<file path="src/rtl/pcie_msi_pkg.sv">
// Shared types and function-0 constants for the MSI interrupt controller.
package pcie_msi_pkg;

  typedef enum logic [1:0] {
    ST_IDLE    = 2'd0,
    ST_ISSUE   = 2'd1,
    ST_WAIT    = 2'd2,
    ST_BACKOFF = 2'd3
  } msi_state_e;

  typedef logic [4:0] vec_t;

  localparam logic [3:0] F0_SELECT        = 4'd0;
  localparam logic [3:0] F0_FUNC_NUM      = 4'd0;
  localparam logic [2:0] F0_ATTR          = 3'd0;
  localparam logic       F0_TPH_PRESENT   = 1'b0;
  localparam logic [1:0] F0_TPH_TYPE      = 2'd0;
  localparam logic [8:0] F0_TPH_ST_TAG    = 9'd0;

  // Index mask for the number of messages granted by multiple-message-enable, capped at 32
  function automatic vec_t fold_mask(input logic [2:0] mme);
    vec_t m;
    case (mme)
      3'd0:    m = 5'h00;
      3'd1:    m = 5'h01;
      3'd2:    m = 5'h03;
      3'd3:    m = 5'h07;
      3'd4:    m = 5'h0F;
      default: m = 5'h1F;
    endcase
    return m;
  endfunction

endpackage

</file>
<file path="src/rtl/pcie_msi_irq_ctrl_rr_arb.sv">
// Combinational round-robin priority encoder: first pending bit at or above rr_ptr, wrapping.
module pcie_msi_rr_arb
  import pcie_msi_pkg::*;
#(
  parameter int NUM_VECTORS = 32
) (
  input  logic [NUM_VECTORS-1:0] pending,
  input  vec_t                   rr_ptr,
  output logic                   grant_valid,
  output vec_t                   grant_idx
);

  logic [NUM_VECTORS-1:0] rotated;
  vec_t                   offset;
  logic [5:0]             sum;

  // Rotate so bit 0 is the pointer position, take the lowest set bit, then undo the rotation
  always_comb begin
    rotated     = NUM_VECTORS'({pending, pending} >> rr_ptr);
    grant_valid = 1'b0;
    offset      = 5'd0;
    for (int k = NUM_VECTORS - 1; k >= 0; k--) begin
      grant_valid = grant_valid | rotated[k];
      offset      = rotated[k] ? 5'(k) : offset;
    end
    sum       = {1'b0, rr_ptr} + {1'b0, offset};
    grant_idx = (sum >= 6'(NUM_VECTORS)) ? 5'(sum - 6'(NUM_VECTORS)) : sum[4:0];
  end

endmodule

</file>
<file path="src/rtl/pcie_msi_irq_ctrl.sv">
// Collects per-vector interrupt requests and issues them one at a time as function-0 MSIs,
// retrying failed messages after a backoff and counting those dropped past the retry limit.
module pcie_msi_irq_ctrl
  import pcie_msi_pkg::*;
#(
  parameter int NUM_VECTORS    = 32,
  parameter int RETRY_LIMIT    = 4,
  parameter int BACKOFF_CYCLES = 16
) (
  input  logic                   clk,
  input  logic                   rst,
  input  logic [NUM_VECTORS-1:0] irq_req,
  input  logic [3:0]             cfg_interrupt_msi_enable,
  input  logic [11:0]            cfg_interrupt_msi_mmenable,
  input  logic                   cfg_interrupt_msi_sent,
  input  logic                   cfg_interrupt_msi_fail,
  output logic [31:0]            cfg_interrupt_msi_int,
  output logic [31:0]            cfg_interrupt_msi_pending_status,
  output logic [3:0]             cfg_interrupt_msi_select,
  output logic [3:0]             cfg_interrupt_msi_function_number,
  output logic [2:0]             cfg_interrupt_msi_attr,
  output logic                   cfg_interrupt_msi_tph_present,
  output logic [1:0]             cfg_interrupt_msi_tph_type,
  output logic [8:0]             cfg_interrupt_msi_tph_st_tag,
  output logic                   irq_busy,
  output logic [15:0]            irq_drop_count
);

  localparam logic [NUM_VECTORS-1:0] VEC_ONE      = NUM_VECTORS'(1'b1);
  localparam vec_t                   LAST_VEC     = 5'(NUM_VECTORS - 1);
  localparam logic [3:0]             RETRY_MAX    = 4'(RETRY_LIMIT);
  localparam logic [7:0]             BACKOFF_LAST = 8'(BACKOFF_CYCLES - 1);

  msi_state_e             state, state_next;
  vec_t                   cur_vec, cur_next, rr_ptr, rr_next, rr_inc, grant_idx, fold;
  logic                   grant_valid;
  logic [3:0]             retry, retry_next;
  logic [7:0]             backoff, backoff_next;
  logic [15:0]            drop_count, drop_next;
  logic [NUM_VECTORS-1:0] pending, pending_next, folded, clear_mask, reinstate;
  logic [31:0]            msi_int, msi_int_next;
  logic                   busy;
  logic                   unused_cfg;

  assign unused_cfg = ^{cfg_interrupt_msi_enable[3:1], cfg_interrupt_msi_mmenable[11:3]};

  pcie_msi_rr_arb #(.NUM_VECTORS(NUM_VECTORS)) u_arb (
    .pending     (pending),
    .rr_ptr      (rr_ptr),
    .grant_valid (grant_valid),
    .grant_idx   (grant_idx)
  );

  assign rr_inc = (cur_vec == LAST_VEC) ? 5'd0 : cur_vec + 5'd1;

  // Fold each request line onto the vectors granted by multiple-message-enable
  always_comb begin
    fold   = fold_mask(cfg_interrupt_msi_mmenable[2:0]);
    folded = '0;
    for (int i = 0; i < NUM_VECTORS; i++) begin
      folded = folded | (irq_req[i] ? (VEC_ONE << (5'(i) & fold)) : '0);
    end
  end

  // Next-state, pending update and strobe generation
  always_comb begin
    state_next   = state;
    cur_next     = cur_vec;
    retry_next   = retry;
    backoff_next = backoff;
    rr_next      = rr_ptr;
    drop_next    = drop_count;
    clear_mask   = '0;
    reinstate    = '0;
    case (state)
      ST_IDLE: begin
        if (cfg_interrupt_msi_enable[0] && grant_valid) begin
          state_next = ST_ISSUE;
          cur_next   = grant_idx;
          retry_next = 4'd0;
          clear_mask = VEC_ONE << grant_idx;
        end else begin
          state_next = ST_IDLE;
        end
      end
      ST_ISSUE: state_next = ST_WAIT;
      ST_WAIT: begin
        if (cfg_interrupt_msi_sent) begin
          rr_next    = rr_inc;
          state_next = ST_IDLE;
        end else if (cfg_interrupt_msi_fail) begin
          if (retry < RETRY_MAX) begin
            retry_next   = retry + 4'd1;
            backoff_next = 8'd0;
            state_next   = ST_BACKOFF;
          end else begin
            drop_next  = (drop_count != 16'hFFFF) ? drop_count + 16'd1 : drop_count;
            rr_next    = rr_inc;
            state_next = ST_IDLE;
          end
        end else begin
          state_next = ST_WAIT;
        end
      end
      ST_BACKOFF: begin
        // Losing enable mid-backoff hands the vector back to the pending register
        if (!cfg_interrupt_msi_enable[0]) begin
          reinstate  = VEC_ONE << cur_vec;
          state_next = ST_IDLE;
        end else if (backoff == BACKOFF_LAST) begin
          state_next = ST_ISSUE;
        end else begin
          backoff_next = backoff + 8'd1;
        end
      end
      default: state_next = ST_IDLE;
    endcase
    pending_next = (pending & ~clear_mask) | folded | reinstate;
    msi_int_next = (state_next == ST_ISSUE) ? (32'h1 << cur_next) : 32'h0;
  end

  // State and output registers
  always_ff @(posedge clk or posedge rst) begin
    if (rst) begin
      state      <= ST_IDLE;
      cur_vec    <= 5'd0;
      retry      <= 4'd0;
      backoff    <= 8'd0;
      rr_ptr     <= 5'd0;
      drop_count <= 16'd0;
      pending    <= '0;
      msi_int    <= 32'h0;
      busy       <= 1'b0;
    end else begin
      state      <= state_next;
      cur_vec    <= cur_next;
      retry      <= retry_next;
      backoff    <= backoff_next;
      rr_ptr     <= rr_next;
      drop_count <= drop_next;
      pending    <= pending_next;
      msi_int    <= msi_int_next;
      busy       <= (state_next != ST_IDLE);
    end
  end

  assign cfg_interrupt_msi_int             = msi_int;
  assign cfg_interrupt_msi_pending_status  = 32'(pending);
  assign cfg_interrupt_msi_select          = F0_SELECT;
  assign cfg_interrupt_msi_function_number = F0_FUNC_NUM;
  assign cfg_interrupt_msi_attr            = F0_ATTR;
  assign cfg_interrupt_msi_tph_present     = F0_TPH_PRESENT;
  assign cfg_interrupt_msi_tph_type        = F0_TPH_TYPE;
  assign cfg_interrupt_msi_tph_st_tag      = F0_TPH_ST_TAG;
  assign irq_busy                          = busy;
  assign irq_drop_count                    = drop_count;

endmodule
</file>
<file path="config.mk">
export PLATFORM = sky130hd
export DESIGN_NAME = pcie_msi_irq_ctrl
export DESIGN_NICKNAME = d
export VERILOG_FILES = /design/src/rtl/pcie_msi_pkg.sv /design/src/rtl/pcie_msi_irq_ctrl_rr_arb.sv /design/src/rtl/pcie_msi_irq_ctrl.sv
export SDC_FILE = /design/constraint.sdc
export NUM_CORES = 1
export LEC_CHECK = 0
export ABC_AREA = 1
export BUFFER_PORTS_ARGS = -buffer_cell sky130_fd_sc_hd__buf_2
export CAP_MARGIN = 15
export CORE_ASPECT_RATIO = 0.6
export CORE_UTILIZATION = 57
export CTS_CLUSTER_SIZE = 30
export DETAILED_ROUTE_END_ITERATION = 12
export PLACE_DENSITY = 0.83
export SYNTH_ARGS = -nofsm -noshare
export SYNTH_HDL_FRONTEND = slang
export SYNTH_SLANG_ARGS = --single-unit
</file>
<file path="constraint.sdc">
create_clock -name clk -period 6 [get_ports clk]
set_input_delay 0.9 -clock clk [delete_from_list [all_inputs] [get_ports clk]]
set_output_delay 0.9 -clock clk [all_outputs]
set_load 0.02 [all_outputs]
</file>
==> metrics.md, run 1 <==
| Metric | Value |
|---|---|
| Vias after detailed routing | 8,548 |
| Clock Pin Slew Worst Setup and Hold Paths | 80 ps |
| Skew-Pair Late Insertion Delay | 360 ps |
| Die Ht | 92.5 um |
| Final Cell Area | 8810 um^2 |
| Synth top area share | 33.7% |
| Drt pass-1 iters | 5 |
| Syn Area/Cell | 6.81 um^2 |
| Largest cells by area after synthesis | dfrtp_1, nand2_1, nand3_1, inv_1, nor2_1 |
| Routed Antenna Nets | 0 |
| Hold Vio Cnt, Final | 0 |
| Pleak | 4.38 nW |
| Detailed Route Iter0 Violations | 1,343 |
| Required @ worst endpoint | 6250 ps |
| Number of inserted diodes | 0 |
| Main synth FF type | dfrtp_1 |
| Most used cell, CP | nand2_1 |
| Worst reg2reg path depth | 45 |
| Area occupied by multi-input gates | 4440 um^2 |
| Slew margin rel. | 52.3% |
| Final setup violation count | 0 |
| Core Region | 13,100 um^2 |
| Status | complete, no violations |
| Clock Skew | 10.7 ps |
| Setup crit end | cfg_interrupt_msi_int[21] |
| Layout area overhead | 13.1% |
| Post-DP Area | 8400 um^2 |
| CTS tree | done |
| Fillers | 1,153 |
| MaxCap Viol Count | 0 |
| Vias per cell | 5.99 |
| Layout cells sized above 1 | 16.7% |
| FF+latch count, synth | 105 |
| Slew @ Worst Pin | 707 ps |
| Detailed Route WL | 26,200 um |
| PortBufs | 120 |
| Worst VDD drop | 237 uV |
| Synthesis warning total | 0 |
| Post-route insts no fill | 1,426 |
| DRC violation count after routing | 0 |
| Critical R2R Capture | cfg_interrupt_msi_int[21] |
| Post-synth EDFFs | 0 |
| WS Path Type | reg2reg |
| First-pass GRT wire length | 41,600 um |
| Register area share after synthesis | 33.7% |
| Slowest CP cell | a31oi_1 |
| CP Launch Point | rr_ptr[1] |
| Hold Crit Class | reg2reg |
| Min cycle time layout | 5560 ps |
| Min Hold Slack | 496 ps |
| Min-Delay Path Depth | 1 |
| Critical path startpoint category | register |
| Per-cell routed wire length | 18.4 um |
| Post-Place Setup Slack | 271 ps |
| Synth async-reset ratio | 100% |
| Number of distinct library cells after synthesis | 57 |
| Num CTS Buffers | 9 |
| Crit share post-route | 92.7% |
| Post-Syn Area | 7790 um^2 |
| Setup WS post-layout | 438 ps |
| FMAX | 0.180 GHz |
| PD cells | 586 nW/um^2 |
| Antenna violations before repair | 1 |
| Die Area | 14,200 um^2 |
| RSZ-0062 raised after global routing | yes |
| Nets@finish | 1,318 |
| Vias in the first global route | 7,696 |
| Highest net fanout along the worst path | 33 |
| Pin count of the biggest net entering global routing | 60 |
| Root buf cell | clkbuf_16 |
| Site Rows | 32 |
| CTS max path bufs | 2 |
| Synth area leader | dfrtp_1 |
| Critical Path Max Stage Delay | 500 ps |
| Post-DP HPWL | 19,800 um |
| Number of I/O pins | 156 |
| Critical path endpoint category | register |
| GR Util All Layers | 38.2% |
| Placed cell count | 1,406 |
| Die Width | 153 um |
| Sink Count | 105 |
| Flop2flop setup slack | 440 ps |
| Total power | 0.00516 W |
| Worst EP arrival | 5810 ps |
| R2r startpoint | rr_ptr[1] |
| Slew Viols, Final | 0 |
| Total congestion overflow | 0 |
| Mapped Cells | 1,144 |
| RePlAce Congestion | 1.01 |
| FF+latch area | 2630 um^2 |
| Htree depth | 3 |
| Initial Utilization | 59.5% |
-- metal layers --
metal	up-vias	wire length [um]	global-route usage (%)
li1	3955	-	-
met1	3941	11700	57.5
met2	600	10300	51.8
met3	52	3910	13.2
met4	0	353	8.00
met5	-	0	0
-- power breakdown --
group,leakage [nW],internal (W),switching (W)
Combinational,2.98,0.00102,0.00252
Clock,0.146,0.000297,0.000300
Sequential,1.26,0.000844,0.000179
Total,4.38,0.00216,0.00300
-- state kept, by name, indices dropped and copies added, names as in the netlist --
name                              flops
backoff                               8
cfg_interrupt_msi_int                32
cfg_interrupt_msi_pending_status     32
cur_vec                               5
irq_busy                              1
irq_drop_count                       16
retry                                 4
rr_ptr                                5
state                                 2
-- cell families after synthesis --
logic type                 after synthesis  share of synthesized area (%)
and+or+nand+nor                        645                           36.4
adders and majority gates               15                           2.51
muxes                                    4                          0.514
xor gates and xnor gates                19                           2.38
DFF                                    105                           33.7
AOI/OAI and AO/OA                      166                           13.2
buffers and inverters                  189                           11.2
other                                    1                         0.0481
-- metrics by stage --
step	setup TNS [ps]	util, %
floorplan	0	-
global placement	0	64.2
detailed placement	0	64.2
CTS	0	66.5
global route	-14.5	67.3
finish	0	67.3
-- worst min path at each step --
stage                  startpoint            endpoint  slack (ps)
2_1_floorplan            retry[1]            retry[1]         450
6_report       irq_drop_count[14]  irq_drop_count[14]         500
5_1_grt        irq_drop_count[15]  irq_drop_count[15]         530
3_3_place_gp             retry[1]            retry[1]         470
3_5_place_dp             retry[2]            retry[2]         490
4_1_cts        irq_drop_count[14]  irq_drop_count[14]         510
-- worst max-delay path, delay by kind of cell, from the launching register on --
kind | cells | cell delay [ps]
compound gates | 6 | 1190
xor+xnor | 1 | 300
fa+ha+maj | 1 | 210
buf+inv | 4 | 960
flops | 1 | 420
simple gates | 33 | 2320
-- cells in the final DEF, fill, tap and decap left out, types with 7 or more instances in the layout --
cell       count
inv_1        109
nor2_1       103
ha_1          14
nor3_1        30
dfrtp_1      104
inv_2         10
buf_2        120
a21oi_1       24
o21ai_1       18
buf_4         13
a31oi_1        8
clkbuf_16      9
nand3_1      175
a22oi_1       11
conb_1        23
o21a_1        13
nand4_1        7
xor2_1        14
nand2_1      292
o21ai_0       52
-- area by class of cell --
| type | instances | share of cell area [%] |
|---|---|---|
| Clock inverter | 7 | 0.909 |
| Timing Repair Buffer | 135 | 8.28 |
| Tap cell | 170 | 2.41 |
| Sequential cell | 105 | 29.8 |
| Multi-Input combinational cell | 874 | 50.4 |
| Inverter | 126 | 5.59 |
| Clock buffer | 9 | 2.56 |
-- synthesized netlist by cell type (4+ instances only) --
cell         n
a21oi_1     24
nor3_2       6
buf_4       25
o22ai_1      6
o211ai_1     5
dfrtp_1    105
nand3_1    181
a22oi_1     11
nor2_2       4
inv_2       10
buf_2       14
mux2i_1      4
o21ai_2      6
xnor2_1      4
inv_1      111
clkbuf_1    14
nor3_1      30
xor2_1      14
ha_1        14
nand4_1      7
o31ai_1      5
nor4_1       5
o21ai_0     53
nand2_1    293
o21ai_1     17
nand2_2      5
o21a_1      13
nor2_1     104
o2111ai_1    4
buf_6        6
buf_1        4
a31oi_1      8
-- timing repair --
item | 4_1_cts | 5_1_grt
gates resized for setup | 0 | 20
buffers inserted | 0 | 2
endpoints found under the setup margin | 0 | 58
hold buffers | 0 | 0
Power figures use the tool's default switching activity.
==> inputs of run 2 (changes only) <==
--- a/config.mk
+++ b/config.mk
@@ -9,10 +9,10 @@
 export BUFFER_PORTS_ARGS = -buffer_cell sky130_fd_sc_hd__buf_2
 export CAP_MARGIN = 15
 export CORE_ASPECT_RATIO = 0.6
-export CORE_UTILIZATION = 57
+export CORE_UTILIZATION = 51
 export CTS_CLUSTER_SIZE = 30
 export DETAILED_ROUTE_END_ITERATION = 12
-export PLACE_DENSITY = 0.83
+export PLACE_DENSITY = 0.79
 export SYNTH_ARGS = -nofsm -noshare
 export SYNTH_HDL_FRONTEND = slang
 export SYNTH_SLANG_ARGS = --single-unit
==> constraint.sdc (replaced) <==
create_clock -name clk -period 5.1 [get_ports clk]
set_input_delay 0.765 -clock clk [delete_from_list [all_inputs] [get_ports clk]]
set_output_delay 0.765 -clock clk [all_outputs]
set_load 0.02 [all_outputs]
==> metrics.md, run 2 (same netlist as run 1, synthesis figures left out) <==
| Metric | Value |
|---|---|
| PortBufs | 120 |
| Required @ worst endpoint | 5350 ps |
| Die Width | 162 um |
| Final core utilization | 72.2% |
| Most used cell, CP | nand2_1 |
| Worst VDD drop | 377 uV |
| CTS tree | done |
| Layout area overhead | 36.4% |
| Slew @ Worst Pin | 928 ps |
| Status | finished, violations left |
| CTS max path bufs | 2 |
| GR Util All Layers | 38.0% |
| Failing checks | setup timing |
| FMAX | 0.178 GHz |
| Layout cells sized above 1 | 33.2% |
| Flop2flop setup slack | -520 ps |
| RSZ-0062 raised after global routing | yes |
| Detailed Route WL | 29,900 um |
| Root buf cell | clkbuf_16 |
| PD cells | 741 nW/um^2 |
| Vias after detailed routing | 9,354 |
| Total congestion overflow | 0 |
| Slowest CP cell | dfrtp_2 |
| Fillers | 1,197 |
| Placed cell count | 1,531 |
| Htree depth | 3 |
| Min cycle time layout | 5620 ps |
| Antenna violations before repair | 0 |
| Drt pass-1 iters | 5 |
| Die Ht | 97.7 um |
| Number of I/O pins | 156 |
| Pleak | 5.21 nW |
| Critical path startpoint category | register |
| DRC violation count after routing | 0 |
| Initial Utilization | 52.9% |
| Hold Crit Class | reg2reg |
| Core Region | 14,700 um^2 |
| Site Rows | 34 |
| Die Area | 15,800 um^2 |
| Pin count of the biggest net entering global routing | 78 |
| Hold_buf cts | 0 |
| Min-Delay Path Depth | 1 |
| Post-route insts no fill | 1,592 |
| Worst reg2reg path depth | 52 |
| Routed Antenna Nets | 0 |
| Nets@finish | 1,456 |
| Post-DP HPWL | 21,300 um |
| Num CTS Buffers | 9 |
| Final setup violation count | 65 |
| Per-cell routed wire length | 18.8 um |
| Highest net fanout along the worst path | 21 |
| Detailed Route Iter0 Violations | 1,342 |
| Critical Path Max Stage Delay | 470 ps |
| Total power | 0.00787 W |
| MaxCap Viol Count | 0 |
| Crit share post-route | 110% |
| Slew margin rel. | 38.1% |
| Vias per cell | 5.88 |
| Skew-Pair Late Insertion Delay | 360 ps |
| Clock Pin Slew Worst Setup and Hold Paths | 80 ps |
| Worst EP arrival | 5870 ps |
| Slew Viols, Final | 0 |
| Clock Skew | 9.22 ps |
| Most common cell after layout, fill and taps aside | nand2_1 |
| Vias in the first global route | 8,674 |
| RePlAce Congestion | 1.02 |
| WS Path Type | reg2reg |
| Critical path endpoint category | register |
| Setup WS post-layout | -517 ps |
| Number of inserted diodes | 0 |
| Hold Vio Cnt, Final | 0 |
| Most frequent cells in the layout | nand2_1, buf_4, buf_2 |
| Sink Count | 105 |
| First-pass GRT wire length | 46,400 um |
-- run 2: final timing paths --
path	start	endpoint
worst max register to register	rr_ptr[0]	cfg_interrupt_msi_int[25]
worst min-delay path	irq_drop_count[15]	irq_drop_count[15]
worst min register to register	irq_drop_count[15]	irq_drop_count[15]
max in group asynchronous	rst	rr_ptr[0]
min in group asynchronous	rst	cfg_interrupt_msi_int[5]
worst max-delay path	rr_ptr[0]	cfg_interrupt_msi_int[25]
-- run 2: critical path, delay by kind of cell, from the launching register on --
| kind | cells | cell delay [ps] |
|---|---|---|
| and+or+nand+nor | 36 | 2780 |
| buffers and inverters | 7 | 740 |
| AOI/OAI and AO/OA | 5 | 610 |
| adders and majority gates | 2 | 540 |
| DFF | 1 | 470 |
| xor gates and xnor gates | 2 | 360 |
-- run 2: final cells by class --
type                       count  area (um^2)  share of cell area, %
clock buffer                  10          239                   2.25
clock inverter                 6         67.6                  0.636
inverter                     126          503                   4.73
multi-input combinational    874         5010                   47.2
sequential                   105         2630                   24.7
tap                          198          248                   2.33
timing repair buffer         273         1930                   18.1
-- run 2: stage by stage --
step / hold slack (ps) / instance area (um^2) / setup slack [ps] / setup TNS (ps)
after floorplan: 453 / 7870 / 242 / 0
after CTS: 502 / 10300 / -84.6 / -1790
after global placement: 473 / 9240 / -340 / -13330
after detailed placement: 485 / 9240 / -459 / -21200
after global routing: 531 / 10600 / -899 / -49830
final: 500 / 10600 / -517 / -25010
-- run 2: layer usage --
metal  up-vias  share of wire, %  track usage (%)
met5         -                 0                0
met4         0               1.7             8.85
met3        66                15             13.2
met2       689                41             53.2
met1      4363                42             55.8
li1       4236                 -                -
-- run 2: timing repair --
action	in CTS	in global routing
resized for setup	107	76
buffers inserted	31	9
hold endpoints to repair	0	0
endpoints found under the setup margin	65	66
gates cloned	5	0
pin swaps	21	15
-- run 2: power breakdown --
group / switching [W] / leakage (nW) / internal (W)
Clock: 0.000354 / 0.152 / 0.000363
Combinational: 0.00371 / 3.80 / 0.00226
Sequential: 0.000193 / 1.26 / 0.000994
Total: 0.00425 / 5.21 / 0.00362
